===== src/rtl/font_row_serializer.sv =====
// Glyph-row serializer: looks up one row of a stored bitmap font and streams it
// out one pixel per handshake, leftmost first, with horizontal scaling and inversion.
module font_row_serializer #(
  parameter int          GLYPH_W    = 8,
  parameter int          GLYPH_H    = 16,
  parameter int          NUM_GLYPHS = 10,
  parameter logic [7:0]  BASE_CODE  = 8'h30,
  // Glyph 0 row 0 sits in the most significant GLYPH_W bits; bit GLYPH_W-1 of a row is leftmost.
  parameter logic [NUM_GLYPHS*GLYPH_H*GLYPH_W-1:0] GLYPH_ROM = {
    128'h00007CC6C6CEDEF6E6C6C67C00000000,  // '0'
    128'h00001838781818181818187E00000000,  // '1'
    128'h00007CC6060C183060C0C6FE00000000,  // '2'
    128'h00007CC606063C060606C67C00000000,  // '3'
    128'h00000C1C3C6CCCFE0C0C0C1E00000000,  // '4'
    128'h0000FEC0C0C0FC060606C67C00000000,  // '5'
    128'h00003860C0C0FCC6C6C6C67C00000000,  // '6'
    128'h0000FEC606060C183030303000000000,  // '7'
    128'h00007CC6C6C67CC6C6C6C67C00000000,  // '8'
    128'h00007CC6C6C67E0606060C7800000000   // '9'
  }
) (
  input  logic                       i_clk,
  input  logic                       i_rst_n,
  input  logic                       i_req_valid,
  output logic                       o_req_ready,
  input  logic [7:0]                 i_req_code,
  input  logic [$clog2(GLYPH_H)-1:0] i_req_row,
  input  logic [1:0]                 i_req_scale,
  input  logic                       i_req_invert,
  output logic                       o_pix_valid,
  input  logic                       i_pix_ready,
  output logic                       o_pix_data,
  output logic                       o_pix_last,
  output logic                       o_bad_code
);
  localparam int ROW_W   = $clog2(GLYPH_H);
  localparam int GI_W    = (NUM_GLYPHS > 1) ? $clog2(NUM_GLYPHS) : 1;
  localparam int CNT_W   = (GLYPH_W > 1) ? $clog2(GLYPH_W) : 1;
  localparam int ENTRIES = NUM_GLYPHS * GLYPH_H;

  typedef enum logic [1:0] {S_IDLE, S_FETCH, S_SHIFT} state_t;

  state_t             r_state;
  logic [GI_W-1:0]    r_glyph;
  logic [ROW_W-1:0]   r_row;
  logic [1:0]         r_scale;
  logic               r_invert;
  logic               r_ok;
  logic [GLYPH_W-1:0] r_shift;
  logic [CNT_W-1:0]   r_bit_cnt;
  logic [1:0]         r_rep;
  logic               r_req_ready, r_pix_valid, r_pix_data, r_pix_last, r_bad_code;

  logic               w_accept, w_code_ok, w_row_ok, w_hs, w_adv_bit, w_final, w_next_last;
  logic [31:0]        w_entry;
  logic [GLYPH_W-1:0] w_rom_row, w_fetch_row, w_shl;

  assign w_accept  = i_req_valid && r_req_ready;
  assign w_code_ok = (i_req_code >= BASE_CODE) &&
                     (32'(i_req_code) < 32'(BASE_CODE) + 32'(NUM_GLYPHS));
  assign w_row_ok  = 32'(i_req_row) < 32'(GLYPH_H);

  // Out-of-range requests index entry 0 and are then masked to an all-zero row.
  assign w_entry     = r_ok ? (32'(r_glyph) * 32'(GLYPH_H) + 32'(r_row)) : 32'd0;
  assign w_rom_row   = GLYPH_ROM[(32'(ENTRIES) - 32'd1 - w_entry) * 32'(GLYPH_W) +: GLYPH_W];
  assign w_fetch_row = r_ok ? w_rom_row : '0;

  assign w_hs        = r_pix_valid && i_pix_ready;
  assign w_adv_bit   = (r_rep == r_scale);
  assign w_final     = (32'(r_bit_cnt) == 32'(GLYPH_W - 1)) && w_adv_bit;
  assign w_shl       = r_shift << 1;
  // Look-ahead so pix_last is registered alongside the pixel it marks.
  assign w_next_last = w_adv_bit
    ? ((r_scale == 2'd0) && (32'(r_bit_cnt) == 32'(GLYPH_W - 2)))
    : ((32'(r_bit_cnt) == 32'(GLYPH_W - 1)) && ((r_rep + 2'd1) == r_scale));

  always_ff @(posedge i_clk or negedge i_rst_n) begin
    if (!i_rst_n) begin
      r_state     <= S_IDLE;
      r_glyph     <= '0;
      r_row       <= '0;
      r_scale     <= '0;
      r_invert    <= 1'b0;
      r_ok        <= 1'b0;
      r_shift     <= '0;
      r_bit_cnt   <= '0;
      r_rep       <= '0;
      r_req_ready <= 1'b1;
      r_pix_valid <= 1'b0;
      r_pix_data  <= 1'b0;
      r_pix_last  <= 1'b0;
      r_bad_code  <= 1'b0;
    end else begin
      r_bad_code <= 1'b0;
      case (r_state)
        S_IDLE: if (w_accept) begin
          r_state     <= S_FETCH;
          r_req_ready <= 1'b0;
          r_glyph     <= GI_W'(32'(i_req_code) - 32'(BASE_CODE));
          r_row       <= i_req_row;
          r_scale     <= i_req_scale;
          r_invert    <= i_req_invert;
          r_ok        <= w_code_ok && w_row_ok;
          r_bad_code  <= !w_code_ok;
        end
        S_FETCH: begin
          r_state     <= S_SHIFT;
          r_shift     <= w_fetch_row;
          r_bit_cnt   <= '0;
          r_rep       <= '0;
          r_pix_valid <= 1'b1;
          r_pix_data  <= w_fetch_row[GLYPH_W-1] ^ r_invert;
          r_pix_last  <= (GLYPH_W == 1) && (r_scale == 2'd0);
        end
        S_SHIFT: if (w_hs) begin
          if (w_final) begin
            r_state     <= S_IDLE;
            r_req_ready <= 1'b1;
            r_pix_valid <= 1'b0;
            r_pix_data  <= 1'b0;
            r_pix_last  <= 1'b0;
          end else begin
            r_pix_last <= w_next_last;
            if (w_adv_bit) begin
              r_shift    <= w_shl;
              r_bit_cnt  <= r_bit_cnt + CNT_W'(1);
              r_rep      <= '0;
              r_pix_data <= w_shl[GLYPH_W-1] ^ r_invert;
            end else begin
              r_rep <= r_rep + 2'd1;
            end
          end
        end
        default: r_state <= S_IDLE;
      endcase
    end
  end

  assign o_req_ready = r_req_ready;
  assign o_pix_valid = r_pix_valid;
  assign o_pix_data  = r_pix_data;
  assign o_pix_last  = r_pix_last;
  assign o_bad_code  = r_bad_code;
endmodule


===== config.mk =====
export PLATFORM = sky130hd
export DESIGN_NAME = font_row_serializer
export DESIGN_NICKNAME = d
export VERILOG_FILES = /design/src/rtl/font_row_serializer.sv
export SDC_FILE = /design/constraint.sdc
export NUM_CORES = 1
export LEC_CHECK = 0
export BUFFER_PORTS_ARGS = -buffer_cell sky130_fd_sc_hd__buf_2
export CORE_ASPECT_RATIO = 1.2
export CORE_MARGIN = 1
export CORE_UTILIZATION = 30
export DETAILED_ROUTE_END_ITERATION = 6
export GPL_ROUTABILITY_DRIVEN = 1
export GPL_TIMING_DRIVEN = 0
export SLEW_MARGIN = 30
export SYNTH_ARGS = -nofsm -noshare
export SYNTH_HDL_FRONTEND = slang
export SYNTH_SLANG_ARGS = --single-unit

===== constraint.sdc =====
create_clock -name i_clk -period 2.6 [get_ports i_clk]
set_clock_uncertainty 0.1 [all_clocks]
set_input_delay 0.52 -clock i_clk [delete_from_list [all_inputs] [get_ports i_clk]]
set_output_delay 0.52 -clock i_clk [all_outputs]
set_load 0.02 [all_outputs]

==> metrics.md, run 1 <==
| Metric | Value |
|---|---|
| Vias in the first global route | 2850 |
| Final Cell Area | 0.003322 sq mm |
| TritonCTS clock tree | yes |
| Total number of vias | 3042 |
| Syn_nets | 389 |
| Final Setup Violations | 0 |
| Largest net degree at the start of global routing | 31 |
| Critical Path RT | 2.69 ns |
| Die span in x | 88.81 microns |
| Cells after Synth | 365 |
| GR Overflow Total | 0 |
| Fin util | 0.3837 |
| Number of synthesized flops with an enable pin | 0 |
| DR iter-0 viols | 322 |
| Initial Util | 0.3133 |
| Total track usage | 0.1994 |
| Crit Path Max Fanout | 7 |
| Fill cell count | 898 |
| Setup Crit Path Kind | flip-flop to flip-flop |
| Critical path arrival | 2.68 ns |
| Setup TNS | 0 ns |
| Synth top area cells | dfrtp_1, nand2_1, o21ai_0, a21oi_1, nand2b_1 |
| Layout area overhead | 22.46% |
| I/O pins | 24 |
| Post-layout worst setup margin | 0.008067 ns |
| Detailed Route WL | 9244 microns |
| Worst R2R Start | r_ok |
| Leak | 1.353 nW |
| Clk sinks | 30 |
| Global placer's final weighted congestion | 0.9900 |
| Final period util | 0.9969 |
| VDD IR max | 0.2947 mV |
| First-pass GRT wire length | 14520 microns |
| Nets@finish | 435 |
| Worst Setup SP | r_ok |
| Synth Area per Inst | 7.432 sq um |
| I/O Buffers | 23 |
| Post-synth top area share | 0.2675 |
| Hpwl dp | 6556 microns |
| Die Height | 106.2 microns |
| Initial antenna violation count | 0 |
| Placed Area | 0.002984 sq mm |
| DRC | 0 |
| Final Hold Viols | 0 |
| Most frequent cell after synthesis | nand2_1 |
| Sequential fraction of the synthesis area | 0.2772 |
| Post-DR vias/cell | 5.750 |
| Critical Path Start Type | flip-flop |
| First drt pass iteration count | 5 |
| Worst slew pin tran | 0.6817 ns |
| Core ar. | 0.008657 sq mm |
| Synth Register Bits | 30 |
| Min Clock Period, post-route | 2.592 ns |
| Post-synth top cells | nand2_1, o21ai_0, dfrtp_1 |
| Unrepaired setup endpoints after global routing | true |
| Max-cap violations | 0 |
| Clock-pin slew on the worst setup and hold paths | 0.07 ns |
| Rows | 37 |
| # diodes | 0 |
| Max clock buf depth | 2 |
| PwrDens | 858.6 mW/mm^2 |
| Total CTS buffers | 5 |
| Outcome | finished clean |
| Insertion delay to the later sink of the worst-skew pair | 0.28 ns |
| Ys Warns | 0 |
| Crit. End Element | flip-flop |
| Htree depth | 2 |
| Place WS | -0.4690 ns |
| Average wire per standard cell | 17.47 microns |
| Full die area | 0.009428 sq mm |
| Worst slew margin | 0.5455 |
| Layout cells sized above 1 | 0.2233 |
| Yosys cell types | 64 |
| Clk root buf | clkbuf_8 |
| Post-Syn Area | 0.002713 sq mm |
| Peak Freq | 0.3858 GHz |
| Main synth FF type | dfrtp_1 |
| Synth area leader | dfrtp_1 |
| DRT antenna net count | 0 |
| Ys async rst share | 1.000 |
| Max Slew Vio Count | 0 |
| Min-delay worst type | input pin to async pin |
worst max-delay path: stages (launching register included):
cell and delay, ns:
dfrtp_2 0.45, buf_8 0.14, nand2_4 0.06, ha_4 0.12
inv_2 0.03, ha_4 0.18, buf_8 0.12, nand3b_1 0.28
a211oi_2 0.28, buf_4 0.18, o22ai_2 0.06, o32ai_2 0.15
a31oi_1 0.11, o221ai_1 0.22
cell usage in the layout, fill, tap and decap left out, types with 3 or more instances in the layout:
cell        n
nand2_1    66
buf_2      31
o21ai_0    30
dfrtp_1    28
a21oi_1    27
nor2_1     26
buf_4      22
nand2b_1   16
inv_1       9
nor2b_1     8
nand3_1     7
o31ai_1     7
and2_1      6
a31oi_1     6
nor3_1      6
clkbuf_8    6
clkbuf_1    5
nand3b_1    5
buf_6       4
o211ai_1    4
nor4_1      4
o2111ai_1   3
a211o_1     3
o221ai_1    3
mux2i_1     3
a22o_1      3
a41oi_1     3
o31a_1      3
ha_1        3
path summary, 6_finish.rpt:
kind	to	slack, ns	cells past startpoint
min in group i_clk	r_row[1]	0.32	3
setup / recovery	r_shift[5]	0.008	13
max in group asynchronous	r_ok	1.75	1
hold / removal	r_scale[0]	0.17	1
setup reg to reg	r_shift[5]	0.008	13
hold reg to reg	r_shift[3]	0.40	2
cells by family (layout without fill, tap and decap cells):
group                    count (synthesis)  count (layout)  synth area share
AO/OA/AOI/OAI                          120             120            0.2952
XOR/XNOR                                 5               5           0.01892
adder cells (fa/ha/maj)                  6               6           0.02675
buffers and inverters                   39              86           0.07703
flip-flops                              30              30            0.2772
multiplexers                             3               3           0.01107
AND/OR/NAND/NOR                        162             162            0.2938
registers in the layout, indices dropped and copies added, names as in the netlist:
name	count
o_bad_code	1
o_pix_valid	1
r_invert	1
o_pix_data	1
o_pix_last	1
r_ok	1
r_bit_cnt	3
r_shift	6
r_state	2
r_scale	2
r_glyph	4
o_req_ready	1
r_row	4
r_rep	2
what timing repair did:
item                       4_1_cts  5_1_grt
cloned                           0        0
gates resized for setup         17        9
setup buffers                   14        4
pin swaps                        6        6
setup endpoints to repair        7        5
hold buffers                     0        0
where the power goes:
part | switching (mW) | internal (mW)
registers | 0.135 | 0.619
clock network | 0.181 | 0.212
logic | 1.08 | 0.625
routing by layer:
layer | vias up | wire [microns] | GRT usage
li1 | 1414 | - | -
met1 | 1432 | 3701 | 0.2439
met2 | 156 | 4521 | 0.3324
met3 | 40 | 575 | 0.02407
met4 | 0 | 445 | 0.1118
met5 | - | 0 | 0
metrics by stage:
step           power [mW]  hold slack (ns)  std cells
6_report            2.852           0.1735        529
5_1_grt             3.043           0.2204        529
4_1_cts             2.774           0.2048        526
3_5_place_dp        2.324           0.3835        505
3_3_place_gp        2.318           0.3704        505
2_1_floorplan       1.886           0.1244        365
area by class of cell:
| cell class | instances | area (sq um) | area share |
|---|---|---|---|
| multi-input cells | 296 | 1842 | 0.5544 |
| flip-flops and latches | 30 | 753.2 | 0.2267 |
| repair buffers | 41 | 262.8 | 0.07910 |
| plain buffers | 27 | 185.2 | 0.05574 |
| well taps | 117 | 146.4 | 0.04407 |
| clock buffers | 6 | 82.58 | 0.02486 |
| inverters | 10 | 37.54 | 0.01130 |
| clock inverters | 2 | 12.51 | 0.003766 |
No activity file was read; power rests on OpenSTA's default activity.
==> run 2: changes to the inputs <==
--- a/config.mk
+++ b/config.mk
@@ -5,6 +5,7 @@
 export SDC_FILE = /design/constraint.sdc
 export NUM_CORES = 1
 export LEC_CHECK = 0
+export ABC_AREA = 1
 export BUFFER_PORTS_ARGS = -buffer_cell sky130_fd_sc_hd__buf_2
 export CORE_ASPECT_RATIO = 1.2
 export CORE_MARGIN = 1
==> metrics.md, run 2 <==
| Metric | Value |
|---|---|
| Min Clock Period, post-route | 2.485 ns (was 2.592 ns) |
| Worst Setup SP | r_ok (unchanged) |
| Clock-pin slew on the worst setup and hold paths | 0.07 ns (about the same) |
| Outcome | finished clean (unchanged) |
| R2R setup slack | 0.12 ns (was 0.008 ns) |
| Area share of and/or/nand/nor cells after synthesis | 0.3758 (was 0.2938) |
| VDD IR max | 0.3951 mV (was 0.2947 mV) |
| Syn_nets | 404 (was 389) |
| Ys Warns | 0 (unchanged) |
| Critical Path Start Type | flip-flop (unchanged) |
| Core ar. | 0.007751 sq mm (was 0.008657 sq mm) |
| I/O pins | 24 (unchanged) |
| Final Setup Violations | 0 (unchanged) |
| Largest register FFs | 6 (unchanged) |
| Cells after Synth | 380 (was 365) |
| Nets@finish | 438 (was 435) |
| Initial Util | 0.3132 (was 0.3133) |
| Adder-Cell Fraction of Synth Area | 0.02577 (was 0.02675) |
| XOR/XNOR Fraction of Synth Area | 0.01804 (was 0.01891) |
| Critical path arrival | 2.61 ns (was 2.68 ns) |
| Vias in the first global route | 2521 (was 2850) |
| Clk sinks | 30 (unchanged) |
| Post-synth top area share | 0.2990 (was 0.2675) |
| Initial antenna violation count | 0 (unchanged) |
| Net Sw Frac | 0.3111 (was 0.4895) |
| GR Overflow Total | 0 (unchanged) |
| Setup Crit Path Kind | flip-flop to flip-flop (unchanged) |
| Biggest regs | r_shift x6, r_glyph x4, r_row x4 (unchanged) |
| Hpwl dp | 5245 microns (was 6556 microns) |
| Psw | 0.5034 mW (was 1.396 mW) |
| DR iter-0 viols | 245 (was 322) |
| Main synth FF type | dfrtp_1 (unchanged) |
| Total track usage | 0.1709 (was 0.1994) |
| Biggest register | r_shift (unchanged) |
| Synth Register Bits | 30 (unchanged) |
| Global placer's final weighted congestion | 0.9255 (was 0.9900) |
| Crit. End Element | flip-flop (unchanged) |
| DRT antenna net count | 0 (unchanged) |
| Synth area leader | dfrtp_1 (unchanged) |
| PwrDens | 552.6 mW/mm^2 (was 858.6 mW/mm^2) |
| Peak Freq | 0.4025 GHz (was 0.3858 GHz) |
| Multiplexer share of the synthesized area | 0 (was 0.01107) |
| Worst slew margin | 0.5511 (was 0.5455) |
| Clk root buf | clkbuf_8 (unchanged) |
| Largest family of logic cells by synthesized area | simple AND/OR/NAND/NOR gates (was compound AO/OA/AOI/OAI gates) |
| Largest net degree at the start of global routing | 31 (unchanged) |
| Total CTS buffers | 5 (unchanged) |
| Htree depth | 2 (unchanged) |
| Total number of vias | 2678 (was 3042) |
| Hold slack | 0.1638 ns (was 0.1735 ns) |
| I/O Buffers | 23 (unchanged) |
| FF-to-FF path depth | 15 (was 13) |
| Final period util | 0.9556 (was 0.9969) |
| Post-Syn Area | 0.002427 sq mm (was 0.002713 sq mm) |
| Sequential fraction of the synthesis area | 0.3098 (was 0.2772) |
| Synth top area cells | dfrtp_1, nand2_1, o21ai_0, inv_1, nand3_1 (was dfrtp_1, nand2_1, o21ai_0, a21oi_1, nand2b_1) |
| Worst R2R Start | r_ok (unchanged) |
| Die Height | 100.5 microns (was 106.2 microns) |
| Insertion delay to the later sink of the worst-skew pair | 0.28 ns (about the same) |
| Number of synthesized flops with an enable pin | 0 (unchanged) |
| Yosys cell types | 36 (was 64) |
| Comb pwr share | 0.248 (was 0.598) |
| Compound-Gate Fraction of Synth Area | 0.1784 (was 0.2952) |
| Most common cell after layout, fill and taps aside | nand2_1 (unchanged) |
| Full die area | 0.008457 sq mm (was 0.009428 sq mm) |
| Die span in x | 84.12 microns (was 88.81 microns) |
| Final Hold Viols | 0 (unchanged) |
| Ys async rst share | 1.000 (unchanged) |
| Average wire per standard cell | 13.85 microns (was 17.47 microns) |
| Most frequent cell after synthesis | nand2_1 (unchanged) |
| Post-synth top cells | nand2_1, inv_1, o21ai_0 (was nand2_1, o21ai_0, dfrtp_1) |
| Clk pwr share | 0.365 (was 0.138) |
| Most frequent cells in the layout | nand2_1, inv_1, o21ai_0 (was nand2_1, buf_2, o21ai_0) |
| # diodes | 0 (unchanged) |
| Max-cap violations | 0 (unchanged) |
| Critical Path RT | 2.73 ns (was 2.69 ns) |
| Layout area overhead | 20.62% (was 22.46%) |
| Sequential Power Share | 0.387 (was 0.264) |
| DRC | 0 (unchanged) |
| TritonCTS clock tree | yes (unchanged) |
| Detailed Route WL | 7024 microns (was 9244 microns) |
| Max clock buf depth | 2 (unchanged) |
| Post-DR vias/cell | 5.282 (was 5.750) |
| Cell-internal power | 1.115 mW (was 1.456 mW) |
| Final Non-Filler Cells | 507 (was 529) |
| Max Slew Vio Count | 0 (unchanged) |
| Synth Area per Inst | 6.388 sq um (was 7.432 sq um) |
| Min-delay worst type | input pin to async pin (unchanged) |
| Rows | 35 (was 37) |
| Layout cells sized above 1 | 0.1807 (was 0.2233) |
| First drt pass iteration count | 5 (unchanged) |
| Cells after DPL | 495 (was 505) |
| First-pass GRT wire length | 11620 microns (was 14520 microns) |
| Worst slew pin tran | 0.6733 ns (was 0.6817 ns) |
| Crit Path Max Fanout | 10 (was 7) |
| Leak | 1.576 nW (was 1.353 nW) |
| Reg2reg end | r_shift[4] (was r_shift[5]) |
[run 2: area by class of cell]
type	count	area [sq um]
fillers	836	4823
multi-input cells	297	1534
flip-flops and latches	30	753.2
inverters	44	167.7
repair buffers	27	145.1
well taps	92	115.1
clock buffers	6	82.58
plain buffers	9	70.07
clock inverters	2	60.06
[run 2: critical path, cell delays in order, from the launching register on]
cell,delay [ns]
dfrtp_2,0.41
buf_6,0.16
nand2_8,0.08
buf_8,0.10
ha_1,0.13
inv_1,0.06
ha_4,0.19
nor2_4,0.21
nand3_4,0.16
nand2_4,0.13
nand2_1,0.13
o21ai_0,0.20
a21oi_1,0.09
nor2_1,0.13
nand3_1,0.09
nand2_1,0.07
[run 2: power by group through the flow]
| stage | Combinational (mW) | Clock [mW] | Sequential, mW |
|---|---|---|---|
| finish | 0.401 | 0.591 | 0.626 |
| global route | 0.455 | 0.617 | 0.634 |
| CTS | 0.398 | 0.603 | 0.624 |
| detailed placement | 0.393 | 0 | 0.631 |
| global placement | 0.386 | 0 | 0.629 |
| floorplan | 0.269 | 0 | 0.639 |
[run 2: what timing repair did]
item,CTS,global route
hold buffers,0,0
pin swaps,3,4
resized for setup,10,17
gates cloned,0,0
buffers inserted,3,1
setup endpoints to repair,7,7
[run 2: metrics by stage]
stage | TNS (ns) | power (mW) | instance area [sq um] | worst slack (ns) | utilization
after detailed placement | -2.599 | 1.024 | 2659 | -0.4839 | 0.3430
after floorplan | 0 | 0.9079 | 2429 | 0.08952 | -
after global routing | -0.03873 | 1.705 | 2928 | -0.03403 | 0.3777
after CTS | 0 | 1.626 | 2858 | 0.009211 | 0.3687
final | 0 | 1.618 | 2928 | 0.1154 | 0.3777
after global placement | -2.636 | 1.016 | 2659 | -0.4786 | 0.3430
[run 2: layer usage]
metal  vias to the layer above  track usage  share of wire
met1                      1239       0.2202           0.44
met5                         -            0              0
met2                        99       0.2736           0.47
met3                        25      0.02948          0.059
met4                         0      0.09284          0.035
li1                       1315            -              -
[run 2: cells by family (layout without fill, tap and decap cells)]
logic type / count (synthesis) / after routing
XOR/XNOR: 5 / 5
AO/OA/AOI/OAI: 75 / 75
adder cells (fa/ha/maj): 5 / 5
AND/OR/NAND/NOR: 212 / 212
buffers and inverters: 53 / 88
flip-flops: 30 / 30
[run 2: worst max-delay path by stage]
stage / end / slack, ns / depth (start not counted)
final: r_shift[4] / 0.12 / 15
after global routing: r_shift[6] / -0.03 / 16
after CTS: r_shift[2] / 0.009 / 15
after detailed placement: r_shift[6] / -0.48 / 16
after global placement: r_shift[6] / -0.48 / 16
after floorplan: o_pix_data / 0.09 / 19
==> run 3: changes to the inputs <==
--- a/config.mk
+++ b/config.mk
@@ -13,6 +13,7 @@
 export DETAILED_ROUTE_END_ITERATION = 6
 export GPL_ROUTABILITY_DRIVEN = 1
 export GPL_TIMING_DRIVEN = 0
+export RECOVER_POWER = 100
 export SLEW_MARGIN = 30
 export SYNTH_ARGS = -nofsm -noshare
 export SYNTH_HDL_FRONTEND = slang
==> metrics.md, run 3 (synthesis gave the netlist of run 2 again) <==
| Metric | Value |
|---|---|
| VDD IR max | 0.3950 mV (was 0.3951 mV) |
| Die span in x | 84.12 microns (unchanged) |
| Max clock buf depth | 2 (unchanged) |
| Nets@finish | 438 (unchanged) |
| Setup TNS | 0 ns (unchanged) |
| I/O pins | 24 (unchanged) |
| Failing checks | capacitance limit, slew limit |
| Cells after DPL | 495 (unchanged) |
| CP Cell Sequence | buf_6, nand2_8, buf_8, ha_1, inv_1, ha_4, nor2_4, nand3_4, nand2_4, nand2_1, o21ai_0, a21oi_1, nor2_1, nand3_1, nand2_1 (unchanged) |
| Final Non-Filler Cells | 507 (unchanged) |
| Setup Crit Path Kind | flip-flop to flip-flop (unchanged) |
| Initial antenna violation count | 0 (unchanged) |
| Largest net degree at the start of global routing | 31 (unchanged) |
| Final Setup Violations | 0 (unchanged) |
| Clk root buf | clkbuf_8 (unchanged) |
| Outcome | finished with violations (was finished clean) |
| # diodes | 0 (unchanged) |
| Crit-path most repeated cell | nand2_1 (unchanged) |
| Total track usage | 0.1709 (unchanged) |
| Met1 wire length | 3092 microns (was 3081 microns) |
| Core ar. | 0.007751 sq mm (unchanged) |
| Crit Path Max Fanout | 10 (unchanged) |
| Hpwl dp | 5245 microns (unchanged) |
| Max Slew Vio Count | 31 (was 0) |
| Hold buffers post-CTS | 0 (unchanged) |
| Place WS | -0.4839 ns (unchanged) |
| Family with the most delay on the worst path | simple AND/OR/NAND/NOR gates (unchanged) |
| Htree depth | 2 (unchanged) |
| Average wire per standard cell | 13.86 microns (was 13.85 microns) |
| Min-delay worst type | input pin to flip-flop (was input pin to async pin) |
| Max-cap violations | 1 (was 0) |
| Biggest regs | r_shift x6, r_glyph x4, r_row x4 (unchanged) |
| PwrDens | 548.7 mW/mm^2 (was 552.6 mW/mm^2) |
| Worst slew margin | -0.07824 (was 0.5511) |
| First drt pass iteration count | 5 (unchanged) |
| Most frequent cells in the layout | nand2_1, inv_1, o21ai_0 (unchanged) |
| Leak | 1.557 nW (was 1.576 nW) |
| Detail Route met2 WL | 3273 microns (was 3282 microns) |
| Crit. End Element | flip-flop (unchanged) |
| Detailed Route WL | 7027 microns (was 7024 microns) |
| Top sig layer | met4 (unchanged) |
| Critical path arrival | 2.62 ns (was 2.61 ns) |
| Total power | 1.597 mW (was 1.618 mW) |
| Initial Util | 0.3132 (unchanged) |
| DRT antenna net count | 0 (unchanged) |
| Critical Path Start Type | flip-flop (unchanged) |
| Final Hold Viols | 0 (unchanged) |
| First-pass GRT wire length | 11620 microns (unchanged) |
| Layout area overhead | 19.90% (was 20.62%) |
| Post-DR vias/cell | 5.294 (was 5.282) |
| CP bufs+invs | 3 (unchanged) |
| DR iter-0 viols | 221 (was 245) |
| Hold slack | 0.3329 ns (was 0.1638 ns) |
| Rows | 35 (unchanged) |
| Die Height | 100.5 microns (unchanged) |
| Biggest register | r_shift (unchanged) |
| GR Overflow Total | 0 (unchanged) |
| Min Clock Period, post-route | 2.492 ns (was 2.485 ns) |
| Fin util | 0.3755 (was 0.3777) |
| Largest register FFs | 6 (unchanged) |
| WL met3 | 412 microns (was 413 microns) |
| Peak Freq | 0.4012 GHz (was 0.4025 GHz) |
| Full die area | 0.008457 sq mm (unchanged) |
| Final period util | 0.9586 (was 0.9556) |
| Critical Path RT | 2.73 ns (about the same) |
| DRC | 0 (unchanged) |
| Worst slew pin tran | 1.617 ns (was 0.6733 ns) |
| I/O Buffers | 23 (unchanged) |
| Insertion delay to the later sink of the worst-skew pair | 0.28 ns (about the same) |
| Global placer's final weighted congestion | 0.9255 (unchanged) |
| Final Cell Area | 0.002910 sq mm (was 0.002928 sq mm) |
| Vias in the first global route | 2521 (unchanged) |
| Most common cell after layout, fill and taps aside | nand2_1 (unchanged) |
| Clock-pin slew on the worst setup and hold paths | 0.07 ns (about the same) |
| Total number of vias | 2684 (was 2678) |
| Largest stage delay on the critical path | 0.41 ns (about the same) |
| Slowest stage cell, crit path | dfrtp_2 (unchanged) |
| Post-layout worst setup margin | 0.1077 ns (was 0.1154 ns) |
| Layout cells sized above 1 | 0.1566 (was 0.1807) |
| Total CTS buffers | 5 (unchanged) |
| TritonCTS clock tree | yes (unchanged) |
| Clk sinks | 30 (unchanged) |
| Placed Area | 0.002659 sq mm (unchanged) |
==> run 3: cell count changes in the layout (fill, tap and decap cells not counted) <==
cell and change:
buf_2 -6, clkbuf_1 +6, nor2_1 +2, dfstp_1 +1
dfstp_2 -1, inv_1 +1, inv_2 -1, nor2_2 -1
nor2_4 -1
==> run 3: area by class of cell <==
type,count,area [sq um]
flip-flops and latches,30,753.2
inverters,44,167.7
well taps,92,115.1
multi-input cells,297,1524
fillers,837,4841
plain buffers,9,70.07
repair buffers,27,137.6
clock buffers,6,82.58
clock inverters,2,60.06
==> run 3: path summary, 6_finish.rpt <==
path / start / endpoint / slack (ns) / cells past startpoint
min in group asynchronous: i_rst_n / r_bit_cnt[0] / 0.53 / 1
min reg2reg: r_shift[1] / r_shift[1] / 0.40 / 2
max reg2reg: r_ok / r_shift[4] / 0.11 / 15
max in group asynchronous: i_rst_n / r_ok / 0.80 / 1
min: i_req_row[0] / r_row[0] / 0.33 / 3
max: r_ok / r_shift[4] / 0.11 / 15
==> run 3: where the power goes <==
part | leakage, nW | switching [mW] | total [mW] | internal [mW]
Combinational | 1.12 | 0.241 | 0.382 | 0.141
Clock | 0.0714 | 0.181 | 0.590 | 0.409
Sequential | 0.365 | 0.0722 | 0.625 | 0.552
==> run 3: routing by layer <==
| metal | vias to the layer above | GRT usage |
|---|---|---|
| met2 | 107 | 0.2736 |
| met1 | 1236 | 0.2202 |
| met3 | 25 | 0.02948 |
| met5 | - | 0 |
| met4 | 0 | 0.09284 |
| li1 | 1316 | - |
==> run 3: what timing repair did <==
item                       CTS  global route
setup buffers                3             1
setup endpoints to repair    7             7
gates resized for setup     10            17
pin swaps                    3             4
gates cloned                 0             0
==> run 3: tightest hold or removal path, cell delays in order <==
cell and delay, ns:
buf_2 0.07, nand2_1 0.04, nand2_1 0.05
